===== src/rtl/iter_div_unit.sv =====
// Purpose: multi-cycle radix-2 restoring divider for the EX stage (RV32M DIV/DIVU/REM/REMU).
//          Produces one quotient bit per cycle, MSB first. divider_busy stalls the pipeline
//          until the cycle in which quotient/remainder become valid.
// Ports:
//   clk, rst         clock, synchronous active-high reset
//   ID_EX_vld        EX holds a valid instruction
//   ID_EX_alu_func   ALU function; ALU_DIV/ALU_DIVU/ALU_REM/ALU_REMU start the unit
//   opa, opb         dividend, divisor (sampled only in the start cycle)
//   pipe_stall       ID/EX held for another reason; keeps the unit in DONE
//   quotient         registered quotient
//   remainder        registered remainder
//   divider_busy     combinational stall request
module iter_div_unit #(
    parameter int unsigned WIDTH    = 32,
    parameter logic [4:0]  ALU_DIV  = 5'h0C,
    parameter logic [4:0]  ALU_DIVU = 5'h0D,
    parameter logic [4:0]  ALU_REM  = 5'h0E,
    parameter logic [4:0]  ALU_REMU = 5'h0F
) (
    input  logic             clk,
    input  logic             rst,
    input  logic             ID_EX_vld,
    input  logic [4:0]       ID_EX_alu_func,
    input  logic [WIDTH-1:0] opa,
    input  logic [WIDTH-1:0] opb,
    input  logic             pipe_stall,
    output logic [WIDTH-1:0] quotient,
    output logic [WIDTH-1:0] remainder,
    output logic             divider_busy
);

    localparam int unsigned CNT_W = (WIDTH > 1) ? $clog2(WIDTH) : 1;
    localparam logic [WIDTH-1:0] MIN_NEG = {1'b1, {(WIDTH-1){1'b0}}};

    typedef enum logic [1:0] {S_IDLE, S_CALC, S_DONE} state_t;

    state_t             state_q, state_d;
    logic [CNT_W-1:0]   count_q, count_d;
    logic [WIDTH-1:0]   dvd_q, dvd_d;     // dividend shifts out MSB-first, quotient bits shift in
    logic [WIDTH-1:0]   dvs_q, dvs_d;
    logic [WIDTH-1:0]   rem_q, rem_d;     // partial remainder
    logic               neg_q_q, neg_q_d;
    logic               neg_r_q, neg_r_d;
    logic [WIDTH-1:0]   quotient_q, quotient_d;
    logic [WIDTH-1:0]   remainder_q, remainder_d;

    logic               is_div, is_sgn, start, a_neg, b_neg, qbit;
    logic [WIDTH:0]     r_wide, diff;
    logic [WIDTH-1:0]   r_next, q_next;

    assign quotient  = quotient_q;
    assign remainder = remainder_q;

    // Next-state, datapath step and busy request
    always_comb begin
        state_d      = state_q;
        count_d      = count_q;
        dvd_d        = dvd_q;
        dvs_d        = dvs_q;
        rem_d        = rem_q;
        neg_q_d      = neg_q_q;
        neg_r_d      = neg_r_q;
        quotient_d   = quotient_q;
        remainder_d  = remainder_q;
        divider_busy = 1'b0;

        is_div = (ID_EX_alu_func == ALU_DIV) || (ID_EX_alu_func == ALU_DIVU) ||
                 (ID_EX_alu_func == ALU_REM) || (ID_EX_alu_func == ALU_REMU);
        is_sgn = (ID_EX_alu_func == ALU_DIV) || (ID_EX_alu_func == ALU_REM);
        start  = ID_EX_vld && is_div && (state_q == S_IDLE);
        a_neg  = is_sgn && opa[WIDTH-1];
        b_neg  = is_sgn && opb[WIDTH-1];

        // Shifted remainder keeps its top bit so a divisor near 2^WIDTH compares correctly
        r_wide = {rem_q, dvd_q[WIDTH-1]};
        diff   = r_wide - {1'b0, dvs_q};
        qbit   = ~diff[WIDTH];
        r_next = qbit ? diff[WIDTH-1:0] : r_wide[WIDTH-1:0];
        q_next = {dvd_q[WIDTH-2:0], qbit};

        case (state_q)
            S_IDLE: begin
                if (start) begin
                    divider_busy = 1'b1;
                    if (opb == '0) begin
                        quotient_d  = '1;
                        remainder_d = opa;
                        state_d     = S_DONE;
                    end else if (is_sgn && (opa == MIN_NEG) && (opb == '1)) begin
                        quotient_d  = opa;
                        remainder_d = '0;
                        state_d     = S_DONE;
                    end else begin
                        dvd_d   = a_neg ? (~opa + WIDTH'(1)) : opa;
                        dvs_d   = b_neg ? (~opb + WIDTH'(1)) : opb;
                        neg_q_d = a_neg ^ b_neg;
                        neg_r_d = a_neg;
                        rem_d   = '0;
                        count_d = '0;
                        state_d = S_CALC;
                    end
                end
            end
            S_CALC: begin
                divider_busy = 1'b1;
                dvd_d        = q_next;
                rem_d        = r_next;
                count_d      = count_q + CNT_W'(1);
                if (count_q == CNT_W'(WIDTH-1)) begin
                    quotient_d  = neg_q_q ? (~q_next + WIDTH'(1)) : q_next;
                    remainder_d = neg_r_q ? (~r_next + WIDTH'(1)) : r_next;
                    state_d     = S_DONE;
                end
            end
            S_DONE: begin
                // Held in DONE while the pipe is stalled so the same op is not restarted
                if (!pipe_stall) begin
                    state_d = S_IDLE;
                end
            end
            default: state_d = S_IDLE;
        endcase

        if (rst) begin
            divider_busy = 1'b0;
        end
    end

    // State and datapath registers
    always_ff @(posedge clk) begin
        if (rst) begin
            state_q     <= S_IDLE;
            count_q     <= '0;
            dvd_q       <= '0;
            dvs_q       <= '0;
            rem_q       <= '0;
            neg_q_q     <= 1'b0;
            neg_r_q     <= 1'b0;
            quotient_q  <= '0;
            remainder_q <= '0;
        end else begin
            state_q     <= state_d;
            count_q     <= count_d;
            dvd_q       <= dvd_d;
            dvs_q       <= dvs_d;
            rem_q       <= rem_d;
            neg_q_q     <= neg_q_d;
            neg_r_q     <= neg_r_d;
            quotient_q  <= quotient_d;
            remainder_q <= remainder_d;
        end
    end

endmodule


===== config.mk =====
export PLATFORM = sky130hd
export DESIGN_NAME = iter_div_unit
export DESIGN_NICKNAME = d
export VERILOG_FILES = /design/src/rtl/iter_div_unit.sv
export SDC_FILE = /design/constraint.sdc
export NUM_CORES = 1
export LEC_CHECK = 0
export ABC_AREA = 1
export CORE_ASPECT_RATIO = 0.5
export CORE_MARGIN = 5
export CORE_UTILIZATION = 59
export DETAILED_ROUTE_END_ITERATION = 8
export PLACE_DENSITY = 0.79
export SYNTH_ARGS = -nofsm -noshare
export SYNTH_HDL_FRONTEND = slang
export SYNTH_SLANG_ARGS = --single-unit
export TNS_END_PERCENT = 10

===== constraint.sdc =====
create_clock -name clk -period 5.3 [get_ports clk]
set_input_delay 1.06 -clock clk [delete_from_list [all_inputs] [get_ports clk]]
set_output_delay 1.06 -clock clk [all_outputs]
set_load 0.01 [all_outputs]

==> metrics.md, run 1 <==
| Metric | Value |
|---|---|
| Outcome | `completed` |
| Slew @ Worst Pin | `1.095 ns` |
| Clk_skew | `0.01340 ns` |
| Routed wire length | `41,910 um` |
| Largest cells by area after synthesis | `dfxtp_1 26%, nand2_1 17%, inv_1 8.9%` |
| Maximum fanout encountered on the critical timing path | `26` |
| Std-Cell Core Area | `21,870 um2` |
| Clk sink count | `169` |
| Main flop type after synthesis | `dfxtp_1` |
| Worst hold slack | `0.4736 ns` |
| Count of buffers from port buffering | `136` |
| Die Y | `115.9 um` |
| Post-synthesis async set-or-reset flop share | `0` |
| Clock tree from TritonCTS | `built` |
| Top Ports | `138` |
| Highest-delay cell along the critical path | `fa_1` |
| Antenna violations before repair | `0` |
| Final RePlAce weighted congestion | `0.9721` |
| Area share of the largest cell type after synthesis | `0.2556` |
| Post-synthesis to final-layout area growth | `15.61%` |
| Hold Violations, Final | `0` |
| Sort of element at the end of the critical path | `register` |
| Number of different library cells in the post-synthesis netlist | `55` |
| Number of max-slew violations in the final report | `0` |
| Maximum capacitance violations | `0` |
| Number of enable-type register cells in the synthesized netlist | `0` |
| Flop and latch count out of synthesis | `169` |
| Number of global-route vias before repair | `13,170` |
| Post-placement cell count | `2,588` |
| Post-synthesis cell type with the largest combined area | `dfxtp_1` |
| Class of the most critical setup path | `register to register` |
| # resized after CTS | `0` |
| Average wire per cell in the routed design | `16.00 um` |
| Fill cells | `2,034` |
| Nature of the critical path startpoint | `register` |
| Average cell area after synthesis | `5.974 um2` |
| Effective utilization at floorplan | `0.6053` |
| Combined global-route utilization of all metal layers | `0.3193` |
| Global route total overflow | `0` |
| Detailed-router iteration count before antenna repair | `6` |
| Root cell of the clock tree | `clkbuf_16` |
| Maximum single-stage delay on the critical path | `0.41 ns` |
| Required time of the critical path | `5.66 ns` |
| Post-layout worst setup margin | `0.5837 ns` |
| Leakage Power | `0.006900 uW` |
| Die X | `221.8 um` |
| Number of placement rows | `38` |
| Number of buffers inserted by hold repair at cts | `0` |
| Clk pin slew, worst setup/hold paths | `0.07 ns` |
| H-Tree Level Count | `4` |
| Portion of the clock cycle consumed by the worst path in the final layout | `0.8899` |
| Post-DP HPWL | `31,210 um` |
| Number of warnings printed during yosys synthesis | `0` |
| CP Data Arrival Time | `5.08 ns` |
| Non-Filler Instances | `2,619` |
| VDD IR-drop max | `0.5012 mV` |
| Summed instance area of the synthesized netlist | `13,240 um2` |
| Violation count after the first detailed-route iteration | `1,786` |
| Wire length of the first global-routing pass | `66,700 um` |
| Post-route setup TNS | `0 ns` |
| Remaining number of nets flagged by the antenna check after routing | `0` |
| Sequential share of the synthesized area | `0.2556` |
| Number of instances in the synthesized netlist | `2,216` |
| Unrepaired setup endpoints after global routing | `false` |
| Class of the tightest hold or removal check | `register to register` |
| Post-layout net count | `2,420` |
| Insertion delay to the later sink of the worst-skew pair | `0.46 ns` |
| Most repeated cell in the gate-level netlist after synthesis | `nand2_1` |
| Pre-CTS setup slack | `0.6419 ns` |
| Maximum clock path buffer count | `2` |
| N_diodes | `0` |
| Finish-stage setup viols | `0` |
| Postcts setup bufs | `0` |
| Final worst path period need | `4.716 ns` |
| Num CTS Buffers | `17` |
| Max Clk Rate | `0.2120 GHz` |
| Detail-routed via count per cell | `5.601` |
| Maximum number of pins on one net before global-route repair | `86` |
| Slew Limit Headroom | `0.2671` |
| DIE AREA | `25,720 um2` |
| Top post-synthesis cells by count | `593 x nand2_1, 314 x inv_1, 201 x nor2_1` |
| Post-Synthesis Net Count | `2,329` |
| Count of unresolved DRC violations after routing | `0` |
| Share of post-route cells with drive strength above 1 | `0.06468` |
| Routed vias | `14,670` |
| PwrDens | `647.1 nW/um2` |
area by class of cell:
type | instances | area [um2] | area share
clock inverter | 9 | 91.34 | 0.005967
sequential | 169 | 3383 | 0.2210
multi-input combinational | 1639 | 8249 | 0.5390
tap | 300 | 375.4 | 0.02452
timing repair buffer | 158 | 1534 | 0.1002
clock buffer | 22 | 464.2 | 0.03033
inverter | 322 | 1209 | 0.07897
registers in the layout, indices dropped and copies added, names as in the netlist:
signal and count:
count_q 5, remainder 32, rem_q 32, neg_r_q 1, quotient 32, neg_q_q 1, dvd_q 32, state_q 2
dvs_q 32
stage by stage:
stage,util,area [um2],total power (uW)
detailed placement,0.6744,14750,8531
global placement,0.6744,14750,8436
finish,0.6998,15310,9904
floorplan,-,13240,7292
global route,0.6998,15310,10860
CTS,0.6998,15310,9775
layer usage:
metal | wire (um) | global-route usage | share of wire
met4 | 1124 | 0.1104 | 0.027
met2 | 17840 | 0.5052 | 0.43
met1 | 19060 | 0.4494 | 0.45
met3 | 3880 | 0.04961 | 0.093
met5 | 0 | 0 | 0
cells by family after synthesis:
logic type | count (synthesis) | share of synthesized area
compound gates | 455 | 0.1906
xor+xnor | 50 | 0.03308
fa+ha+maj | 40 | 0.03837
buf+inv | 408 | 0.1222
flops | 169 | 0.2556
simple gates | 1094 | 0.3602
worst paths after layout:
path                                start      endpoint  slack [ns]  cells after the start
worst max register to register  dvd_q[31]  quotient[30]        0.58                     31
worst max-delay path            dvd_q[31]  quotient[30]        0.58                     31
worst min-delay path             dvs_q[0]      dvs_q[0]        0.47                      2
worst min register to register   dvs_q[0]      dvs_q[0]        0.47                      2
where the power goes:
group	internal [uW]	switching [uW]	leakage, uW	total [uW]
Combinational	2140	5150	0.00526	7280
Sequential	1330	64.4	0.00137	1390
Clock	672	557	0.000271	1230
cell usage in the layout (no fill, tap or decap), types with 4 or more instances in the layout:
| cell | n |
|---|---|
| ha_1 | 39 |
| nand2_2 | 42 |
| clkbuf_16 | 17 |
| and2_1 | 4 |
| nor2_2 | 16 |
| o211ai_1 | 18 |
| nand4_1 | 36 |
| a41oi_1 | 7 |
| nand3_1 | 142 |
| nand2_1 | 593 |
| a21oi_2 | 5 |
| buf_4 | 21 |
| xnor2_1 | 23 |
| nand2_4 | 9 |
| clkdlybuf4s50_1 | 135 |
| inv_1 | 311 |
| nor2_4 | 4 |
| a31oi_1 | 22 |
| o21ai_1 | 4 |
| or2_2 | 4 |
| nor2_1 | 200 |
| inv_2 | 8 |
| o22ai_1 | 29 |
| xor2_1 | 27 |
| nor3_1 | 21 |
| a21o_1 | 6 |
| o21ai_0 | 162 |
| nand3_2 | 5 |
| dfxtp_1 | 169 |
| a21oi_1 | 179 |
| nor4_1 | 10 |
critical path, delay by kind of cell (launching register included):
kind	cells	cell delay, ns
XOR/XNOR	1	0.19
buffers and inverters	3	0.22
AND/OR/NAND/NOR	21	2.38
AO/OA/AOI/OAI	3	0.64
flip-flops	1	0.31
adder cells (fa/ha/maj)	3	0.87
Power figures use the tool's default switching activity.
==> run 2, diff against run 1 <==
- CAP_MARGIN: default -> 10
- CORE_UTILIZATION: 59 -> 35
- DONT_BUFFER_PORTS: default -> 1
- PLACE_DENSITY: 0.79 -> 0.45
==> metrics.md, run 2 (same netlist as run 1, synthesis figures left out) <==
| Metric | Value |
|---|---|
| Insertion delay to the later sink of the worst-skew pair | `0.46 ns (about the same)` |
| Slew Limit Headroom | `0.3544 (+0.08735)` |
| Number of max-slew violations in the final report | `0 (unchanged)` |
| Max Clk Rate | `0.2156 GHz (+1.7%)` |
| Maximum fanout encountered on the critical timing path | `8 (-69%)` |
| Nature of the critical path startpoint | `register` |
| Class of the tightest hold or removal check | `register to register` |
| Routed wire length | `48,710 um (+16%)` |
| Remaining number of nets flagged by the antenna check after routing | `0 (unchanged)` |
| Maximum number of pins on one net before global-route repair | `86 (unchanged)` |
| Finish-stage setup viols | `0 (unchanged)` |
| Count of buffers from port buffering | `0 (-100%)` |
| VDD IR-drop max | `0.5442 mV (+8.6%)` |
| Class of the most critical setup path | `register to register` |
| Leakage Power | `0.006426 uW (-6.9%)` |
| Outcome | `completed` |
| Slew @ Worst Pin | `0.9684 ns (-0.1270 ns)` |
| Num CTS Buffers | `17 (unchanged)` |
| # resized after CTS | `0 (unchanged)` |
| Routed metal-1 wirelength | `26,120 um (+37%)` |
| Maximum single-stage delay on the critical path | `0.43 ns (+0.02 ns)` |
| Postcts setup bufs | `0 (unchanged)` |
| Placement Cell Area | `13,660 um2 (-7.4%)` |
| Detailed-router iteration count before antenna repair | `7 (+1)` |
| Uppermost signal routing layer after detailed routing | `met4` |
| Portion of the clock cycle consumed by the worst path in the final layout | `0.8752 (-0.01463)` |
| Die X | `285.0 um (+28%)` |
| Number of buffers inserted by hold repair at cts | `0 (unchanged)` |
| Wire length of the first global-routing pass | `75,290 um (+13%)` |
| Clk pin slew, worst setup/hold paths | `0.08 ns (about the same)` |
| Unrepaired setup endpoints after global routing | `false` |
| Post-layout net count | `2,286 (-5.5%)` |
| Maximum capacitance violations | `0 (unchanged)` |
| Final worst path period need | `4.639 ns (-0.07755 ns)` |
| CP Data Arrival Time | `5.00 ns (-0.08 ns)` |
| Combined global-route utilization of all metal layers | `0.2279 (-0.09140)` |
| Clk sink count | `169 (unchanged)` |
| PwrDens | `715.8 nW/um2 (+11%)` |
| Final RePlAce weighted congestion | `0.8939 (-8.0%)` |
| Average wire per cell in the routed design | `18.16 um (+14%)` |
| Count of unresolved DRC violations after routing | `0 (unchanged)` |
| Global route total overflow | `0 (unchanged)` |
| Number of global-route vias before repair | `12,640 (-4.0%)` |
| Std-Cell Core Area | `37,350 um2 (+71%)` |
| Sort of element at the end of the critical path | `register` |
| Routed met3 length | `1701 um (-56%)` |
| Highest-delay cell along the critical path | `fa_1` |
| Final instance area | `14,240 um2 (-6.9%)` |
| Wire length on met2 | `20,270 um (+14%)` |
| Clock tree from TritonCTS | `built` |
| Root cell of the clock tree | `clkbuf_16` |
| Routed vias | `13,470 (-8.2%)` |
| Post-placement cell count | `2,648 (+2.3%)` |
| Post-layout worst setup margin | `0.6612 ns (+0.07755 ns)` |
| Antenna violations before repair | `0 (unchanged)` |
| DIE AREA | `42,050 um2 (+64%)` |
| Number of placement rows | `50 (+32%)` |
| Post-synthesis to final-layout area growth | `7.589%` |
| Detail-routed via count per cell | `5.023 (-10%)` |
| Clk_skew | `0.01151 ns (-0.001893 ns)` |
| Top Ports | `138 (unchanged)` |
| Commonest non-fill, non-tap cell in the layout | `nand2_1` |
| Violation count after the first detailed-route iteration | `968 (-46%)` |
| H-Tree Level Count | `4 (unchanged)` |
| Non-Filler Instances | `2,682 (+2.4%)` |
| Commonest cells after routing, fill and taps aside | `593 x nand2_1, 311 x inv_1, 199 x nor2_1, 179 x a21oi_1, 169 x dfxtp_1` |
| Effective utilization at floorplan | `0.3545 (-0.2508)` |
| Share of post-route cells with drive strength above 1 | `0.07136 (+0.006680)` |
| Required time of the critical path | `5.66 ns (about the same)` |
| Hold Violations, Final | `0 (unchanged)` |
| Final core area utilization | `0.3814 (-0.3185)` |
| Post-route setup TNS | `0 ns (unchanged)` |
| Maximum clock path buffer count | `2 (unchanged)` |
| Die Y | `147.5 um (+27%)` |
| Pre-CTS setup slack | `0.6984 ns (+0.05645 ns)` |
| Post-DP HPWL | `37,740 um (+21%)` |
run 2: cell types whose count changed in the layout (fill, tap and decap cells not counted):
cell | previous run | this run
inv_6 | 2 | 3
buf_2 | 1 | 0
nor2_1 | 200 | 199
diode_2 | 0 | 2
inv_8 | 0 | 2
nor4_2 | 0 | 1
nor4_1 | 10 | 9
clkinv_2 | 2 | 1
clkinv_4 | 3 | 5
clkbuf_1 | 3 | 1
clkbuf_8 | 2 | 1
clkdlybuf4s50_1 | 135 | 0
buf_4 | 21 | 23
nor2_2 | 16 | 17
run 2: stage by stage:
stage / power (uW) / hold slack (ns)
floorplan: 7292 / 0.4216
global placement: 8861 / 0.4470
detailed placement: 8870 / 0.4525
CTS: 10210 / 0.4659
global route: 11250 / 0.4778
finish: 10200 / 0.4608
run 2: layer usage:
| metal | vias up | GRT usage |
|---|---|---|
| met5 | - | 0 |
| met4 | 0 | 0.04572 |
| met3 | 36 | 0.03852 |
| met2 | 234 | 0.3439 |
| met1 | 6094 | 0.3416 |
| li1 | 7109 | - |
run 2: where the power goes:
group	internal [uW]	switching, uW
registers	1330	68.3
logic	2110	5370
clock network	674	641
total	4120	6080
run 2: cell type report:
cell class,count,area [um2]
Clock inverter,13,135.1
Fill cell,4177,23100
Timing Repair Buffer,24,192.7
Tap cell,494,618.1
Sequential cell,169,3383
Multi-Input combinational cell,1639,8258
Antenna cell,2,5.005
Inverter,322,1209
Clock buffer,19,442.9
run 2: critical path: cells and delay by family, from the launching register on:
kind,cells,cell delay (ns)
DFF,1,0.31
AOI/OAI and AO/OA,3,0.62
and+or+nand+nor,21,2.30
xor gates and xnor gates,1,0.19
buffers and inverters,3,0.23
adders and majority gates,3,0.88
run 2: path summary, 6_finish.rpt:
path / from / slack [ns] / endpoint / depth (start not counted)
max reg2reg: dvd_q[31] / 0.66 / quotient[30] / 31
max: dvd_q[31] / 0.66 / quotient[30] / 31
min: count_q[3] / 0.46 / count_q[3] / 1
min reg2reg: count_q[3] / 0.46 / count_q[3] / 1
